File: src/rtl/dynamic_output_arb_para_if.sv
// Link bundle between the per-input route-decode stage and one dynamic-network output port.
interface dynamic_output_arb_para_if #(
  parameter int NUM_IN     = 5,
  parameter int DATA_WIDTH = 64,
  parameter int CREDITS    = 4
);
  localparam int CW = $clog2(CREDITS + 1);

  logic [NUM_IN-1:0]            route_req_in;
  logic [NUM_IN-1:0]            tail_in;
  logic [NUM_IN-1:0]            valid_in;
  logic [NUM_IN*DATA_WIDTH-1:0] data_in;
  logic                         yummy_in;
  logic [DATA_WIDTH-1:0]        data_out;
  logic                         valid_out;
  logic [NUM_IN-1:0]            thanks_out;
  logic                         popped_header_out;
  logic [CW-1:0]                credit_count_out;
  logic                         credit_err_out;
  logic                         ec_wants_to_send_but_cannot;

  modport master (
    output route_req_in, tail_in, valid_in, data_in, yummy_in,
    input  data_out, valid_out, thanks_out, popped_header_out,
           credit_count_out, credit_err_out, ec_wants_to_send_but_cannot
  );

  modport slave (
    input  route_req_in, tail_in, valid_in, data_in, yummy_in,
    output data_out, valid_out, thanks_out, popped_header_out,
           credit_count_out, credit_err_out, ec_wants_to_send_but_cannot
  );
endinterface

File: src/rtl/dynamic_output_arb_para.sv
// Wormhole output port: round-robin grant across NUM_IN channels, credit flow control,
// optional header stripping.
//   state     | meaning
//   ST_IDLE   | link free, arbitrating over route requests
//   ST_LOCKED | link owned by owner_q until its tail flit is consumed
module dynamic_output_arb_para #(
  parameter int NUM_IN       = 5,
  parameter int DATA_WIDTH   = 64,
  parameter int CREDITS      = 4,
  parameter int KILL_HEADERS = 0
) (
  input logic                      clk,
  input logic                      reset,
  dynamic_output_arb_para_if.slave link
);
  localparam int IW = $clog2(NUM_IN);
  localparam int CW = $clog2(CREDITS + 1);
  localparam logic [CW-1:0] CRED_MAX = CW'(CREDITS);
  localparam logic [IW-1:0] LAST_CH  = IW'(NUM_IN - 1);

  typedef enum logic {ST_IDLE, ST_LOCKED} state_t;

  state_t          state_q, state_d;
  logic [IW-1:0]   owner_q, owner_d;
  logic [IW-1:0]   rr_ptr_q, rr_ptr_d;
  logic            first_flit_q, first_flit_d;
  logic [CW-1:0]   credit_q, credit_d;
  logic            credit_err_q, credit_err_d;

  logic [IW-1:0]   winner;
  logic            any_req;
  logic [IW:0]     probe;
  logic            locked, strip, go, send;
  logic            own_valid, own_tail;
  logic [DATA_WIDTH-1:0] own_data;

  always_ff @(posedge clk) begin
    if (reset) begin
      state_q      <= ST_IDLE;
      owner_q      <= '0;
      rr_ptr_q     <= '0;
      first_flit_q <= 1'b1;
      credit_q     <= CRED_MAX;
      credit_err_q <= 1'b0;
    end else begin
      state_q      <= state_d;
      owner_q      <= owner_d;
      rr_ptr_q     <= rr_ptr_d;
      first_flit_q <= first_flit_d;
      credit_q     <= credit_d;
      credit_err_q <= credit_err_d;
    end
  end

  // Round-robin search starting at rr_ptr_q, wrapping modulo NUM_IN.
  always_comb begin
    winner  = '0;
    any_req = 1'b0;
    probe   = '0;
    for (int i = 0; i < NUM_IN; i++) begin
      probe = {1'b0, rr_ptr_q} + (IW+1)'(i);
      if (probe >= (IW+1)'(NUM_IN)) probe = probe - (IW+1)'(NUM_IN);
      if (!any_req && link.route_req_in[probe[IW-1:0]]) begin
        any_req = 1'b1;
        winner  = probe[IW-1:0];
      end
    end
  end

  // Outputs are forced quiet while reset is held, even if the old state was LOCKED.
  always_comb begin
    locked    = (state_q == ST_LOCKED) && !reset;
    own_valid = link.valid_in[owner_q];
    own_tail  = link.tail_in[owner_q];
    own_data  = link.data_in[owner_q*DATA_WIDTH +: DATA_WIDTH];
    strip     = (KILL_HEADERS != 0) && first_flit_q;
    go        = locked && own_valid && (strip || (credit_q != '0));
    send      = go && !strip;

    link.data_out          = send ? own_data : '0;
    link.valid_out         = send;
    link.thanks_out        = go ? (NUM_IN'(1) << owner_q) : '0;
    link.popped_header_out = go && strip;
    link.credit_count_out  = credit_q;
    link.credit_err_out    = credit_err_q;
    link.ec_wants_to_send_but_cannot = locked && own_valid && !strip && (credit_q == '0);
  end

  always_comb begin
    state_d      = state_q;
    owner_d      = owner_q;
    rr_ptr_d     = rr_ptr_q;
    first_flit_d = first_flit_q;
    case (state_q)
      ST_IDLE: begin
        if (any_req) begin
          owner_d      = winner;
          first_flit_d = 1'b1;
          state_d      = ST_LOCKED;
        end
      end
      ST_LOCKED: begin
        if (go) begin
          first_flit_d = 1'b0;
          if (own_tail) begin
            state_d      = ST_IDLE;
            first_flit_d = 1'b1;
            rr_ptr_d     = (owner_q == LAST_CH) ? '0 : owner_q + 1'b1;
          end
        end
      end
      default: state_d = ST_IDLE;
    endcase
  end

  // A send and a returning credit in the same cycle cancel out.
  always_comb begin
    credit_d     = credit_q;
    credit_err_d = credit_err_q;
    if (send && !link.yummy_in) begin
      credit_d = credit_q - 1'b1;
    end else if (!send && link.yummy_in) begin
      if (credit_q == CRED_MAX) credit_err_d = 1'b1;
      else                      credit_d     = credit_q + 1'b1;
    end
  end
endmodule

File: src/flat_wrapper.sv
// flat-port wrapper written by rule: the top's interface ports become plain ports
module dynamic_output_arb_para_flat 
#(
  parameter int NUM_IN       = 5,
  parameter int DATA_WIDTH   = 64,
  parameter int CREDITS      = 4,
  parameter int KILL_HEADERS = 0
)
  (clk, reset, link_route_req_in, link_tail_in, link_valid_in, link_data_in, link_yummy_in, link_data_out, link_valid_out, link_thanks_out, link_popped_header_out, link_credit_count_out, link_credit_err_out, link_ec_wants_to_send_but_cannot);
  dynamic_output_arb_para_if #(.NUM_IN(NUM_IN), .DATA_WIDTH(DATA_WIDTH), .CREDITS(CREDITS)) link_i ();
  input logic clk;
  input logic reset;
  input wire logic [$bits(link_i.route_req_in)-1:0] link_route_req_in;
  input wire logic [$bits(link_i.tail_in)-1:0] link_tail_in;
  input wire logic [$bits(link_i.valid_in)-1:0] link_valid_in;
  input wire logic [$bits(link_i.data_in)-1:0] link_data_in;
  input wire logic [$bits(link_i.yummy_in)-1:0] link_yummy_in;
  output wire logic [$bits(link_i.data_out)-1:0] link_data_out;
  output wire logic [$bits(link_i.valid_out)-1:0] link_valid_out;
  output wire logic [$bits(link_i.thanks_out)-1:0] link_thanks_out;
  output wire logic [$bits(link_i.popped_header_out)-1:0] link_popped_header_out;
  output wire logic [$bits(link_i.credit_count_out)-1:0] link_credit_count_out;
  output wire logic [$bits(link_i.credit_err_out)-1:0] link_credit_err_out;
  output wire logic [$bits(link_i.ec_wants_to_send_but_cannot)-1:0] link_ec_wants_to_send_but_cannot;
  assign link_i.route_req_in = link_route_req_in;
  assign link_i.tail_in = link_tail_in;
  assign link_i.valid_in = link_valid_in;
  assign link_i.data_in = link_data_in;
  assign link_i.yummy_in = link_yummy_in;
  assign link_data_out = link_i.data_out;
  assign link_valid_out = link_i.valid_out;
  assign link_thanks_out = link_i.thanks_out;
  assign link_popped_header_out = link_i.popped_header_out;
  assign link_credit_count_out = link_i.credit_count_out;
  assign link_credit_err_out = link_i.credit_err_out;
  assign link_ec_wants_to_send_but_cannot = link_i.ec_wants_to_send_but_cannot;
  dynamic_output_arb_para #(.NUM_IN(NUM_IN), .DATA_WIDTH(DATA_WIDTH), .CREDITS(CREDITS), .KILL_HEADERS(KILL_HEADERS)) u_core (.clk(clk), .reset(reset), .link(link_i));
endmodule
File: config.mk
export PLATFORM = sky130hd
export DESIGN_NAME = dynamic_output_arb_para_flat
export DESIGN_NICKNAME = d
export VERILOG_FILES = /design/src/rtl/dynamic_output_arb_para_if.sv /design/src/rtl/dynamic_output_arb_para.sv /design/src/flat_wrapper.sv
export SDC_FILE = /design/constraint.sdc
export NUM_CORES = 1
export LEC_CHECK = 0
export CORE_AREA = 5 5 156 158
export DETAILED_ROUTE_END_ITERATION = 8
export DIE_AREA = 0 0 161 163
export PLACE_DENSITY = 0.5
export SLEW_MARGIN = 20
export SYNTH_ARGS = -nofsm -noshare
export SYNTH_HDL_FRONTEND = slang
export SYNTH_SLANG_ARGS = --single-unit
File: constraint.sdc
create_clock -name clk -period 9.3 [get_ports clk]
set_clock_uncertainty 0.2 [all_clocks]
set_input_delay 1.86 -clock clk [delete_from_list [all_inputs] [get_ports clk]]
set_output_delay 1.86 -clock clk [all_outputs]
set_load 0.02 [all_outputs]
==> flow_summary.json <==
{
  "numClockSinks": 11,
  "synth.lib_cells_used.distinct": 64,
  "hold_viol_final": 0,
  "fill_cells": 2391,
  "grt_max_degree": 71,
  "die-area_mm2": 0.0262,
  "avgSynthCellArea_um2": 8.89,
  "grt_use_total": 0.198,
  "worstPathRequired_ps": 7240,
  "startpoint_type": "input pin",
  "max_cap_violations": 0,
  "port-buffer-count": 412,
  "synth_top_area_cell": "mux4_2",
  "start_util": 0.177,
  "drt-total-wl_um": 27800,
  "crit_path_cell_trace": "clkdlybuf4s50_1 > mux4_2 > a22o_1 > nand3_1 > or2_2 > inv_1 > and3_1 > clkdlybuf4s50_1",
  "hold_class": "reg2reg",
  "gr-total-overflow": 0,
  "core_area_mm2": 0.0230,
  "r2r_cells": 12,
  "synth_seq_cells": 11,
  "setup_tns_ps": 0,
  "gp_congestion": 0.895,
  "rows": 56,
  "drt-initial-drc-count": 253,
  "ys_async_sr_fraction": 0,
  "first_global_vias": 5784,
  "mostFrequentLayoutCell": "clkdlybuf4s50_1",
  "drv_slew": 0,
  "cts_buffer_depth": 2,
  "io_pins": 414,
  "cts_tree": "done",
  "rsz0062_at_grt": "false",
  "synth_cells": 459,
  "drive_gt1_frac": 0.113,
  "ys.flop_type": "dfxtp_1",
  "ctsResizeCount": 0,
  "die_h_um": 163,
  "dpl_cell_area_mm2": 0.00843,
  "slowest_delay_ps": 760,
  "outcome": "completed",
  "insertion_delay_ps": 240,
  "final_net_count": 1190,
  "post_cts_buffers": 0,
  "multiInputGateArea_mm2": 0.00360,
  "vias_per_cell": 4.91,
  "synth_area_leaders": "mux4_2 38%, a22oi_1 12%, nor2_1 7.7%, dfxtp_1 5.4%, ha_1 4.6%",
  "setup_viol": 0,
  "r2r_start": "u_core.owner_q[1]$_SDFFE_PP0P_",
  "htreeDepth": 1,
  "syn_nets": 814,
  "detailed_place_hpwl_um": 23600,
  "fin_total_pwr_uw": 690,
  "regArea_um2": 228,
  "cp_slowest_cell": "or2_2",
  "min_from": "u_core.link.credit_err_out$_SDFFE_PP0P_",
  "routedWlPerCell_um": 24.6,
  "seq_area_frac_synth": 0.0540,
  "cpMostUsedCell": "clkdlybuf4s50_1",
  "fin_crit_ps": 7030,
  "slew_headroom": 0.359,
  "cp-end-kind": "primary output",
  "hold_path_depth": 2,
  "drtAntennaViolNets": 0,
  "synth_top_cell_area_share": 0.375,
  "synth-edff-count": 0,
  "layout_common_cells": "412 x clkdlybuf4s50_1, 84 x nor2_1, 68 x mux4_2",
  "clk_pin_slew_ps": 40,
  "crit_type": "in2out",
  "critPathLaunch": "link_valid_in[0]",
  "final.period_utilization": 0.756,
  "synth_warnings": 0,
  "design_area_mm2": 0.00853,
  "root_buffer": "clkbuf_16",
  "tightest_slew_ps": 962,
  "drc_errors": 0,
  "max-vdd-ir-drop_mv": 0.0900,
  "worstPathArrival_ps": 4970,
  "p_per_area_mw_per_mm2": 80.9,
  "num_vias": 5551,
  "worstPathMaxFanout": 41,
  "die_w_um": 161,
  "total_leakage_power_uw": 0.00300,
  "hold_buffers": 0,
  "grt_antenna_before_repair": 15,
  "max_freq_mhz": 142,
  "syn_area_mm2": 0.00408,
  "grt_pass1_wl_um": 39000,
  "syn_to_final_growth_pct": 109,
  "drtPass1Iterations": 5,
  "cts-buffers-inserted": 3
}
## cell usage after synthesis, drive strengths merged, types with 3 or more instances
cell type  number
o221ai          3
nand3           4
a31oi           4
nor3            5
o21ai          11
nand4b          3
a21o            4
ha             15
a21oi          12
clkbuf         32
a22oi          65
nand2          13
or2             6
mux4           68
o311ai          3
o21a            5
mux2i           5
a2111oi         3
xnor2           5
a211o           6
inv            19
buf            15
nor2b           8
nor2           84
or3             4
and3            4
dfxtp          11
## metrics by stage
| step | instances | worst slack, ps | util | hold WS [ps] |
|---|---|---|---|---|
| CTS | 1124 | 2200 | 0.370 | 285 |
| finish | 1131 | 2270 | 0.371 | 297 |
| detailed placement | 1120 | 2210 | 0.367 | 263 |
| global route | 1131 | 2050 | 0.371 | 304 |
| floorplan | 459 | 3620 | - | 370 |
| global placement | 1120 | 2240 | 0.367 | 269 |
## power breakdown
| part | total, µW | leakage (µW) | internal (µW) | switching [µW] |
|---|---|---|---|---|
| Sequential | 72.5 | 0.0000913 | 51.5 | 21.0 |
| Clock | 78.5 | 0.0000382 | 57.5 | 20.9 |
| Combinational | 539 | 0.00287 | 314 | 225 |
## state kept, by name, summed over array words and instances, names as in the netlist
name                          flops
u_core.link.credit_count_out      3
u_core.link.credit_err_out        1
u_core.owner_q                    3
u_core.rr_ptr_q                   3
u_core.state_q                    1
## path summary, 6_finish.rpt
check	end	slack, ps
worst min register to register	u_core.link.credit_err_out$_SDFFE_PP0P_	300
worst min-delay path	u_core.link.credit_err_out$_SDFFE_PP0P_	300
worst max register to register	u_core.link.credit_count_out[0]$_SDFFE_PP0P_	4900
worst max-delay path	link_thanks_out[2]	2270
## worst max-delay path: cells and delay by family
kind                   cells  cell delay [ps]
multiplexers               1              470
AO/OA/AOI/OAI              1              240
AND/OR/NAND/NOR            3             1140
buffers and inverters      3             1250
## cells by family after synthesis
| kind of cell | Yosys count | synth area share |
|---|---|---|
| other cells | 1 | 0.000919 |
| xor+xnor | 6 | 0.0129 |
| flops | 11 | 0.0540 |
| compound gates | 136 | 0.249 |
| fa+ha+maj | 17 | 0.0558 |
| mux | 75 | 0.393 |
| simple gates | 147 | 0.170 |
| buf+inv | 66 | 0.0638 |
## layout make-up
type                    instances  area share
clock buffers                   4     0.00924
well taps                     290      0.0425
multi-input cells             382       0.422
diodes                          7     0.00205
flip-flops and latches         11      0.0267
inverters                      19     0.00836
repair buffers                418       0.489
## per-layer routing
metal / track usage / vias to the layer above / part of all wire
li1: - / 2600 / -
met1: 0.232 / 2680 / 0.38
met2: 0.351 / 215 / 0.52
met3: 0.0650 / 40 / 0.078
met4: 0.0454 / 16 / 0.021
met5: 0 / - / 0.0032
Power figures use the tool's default switching activity.
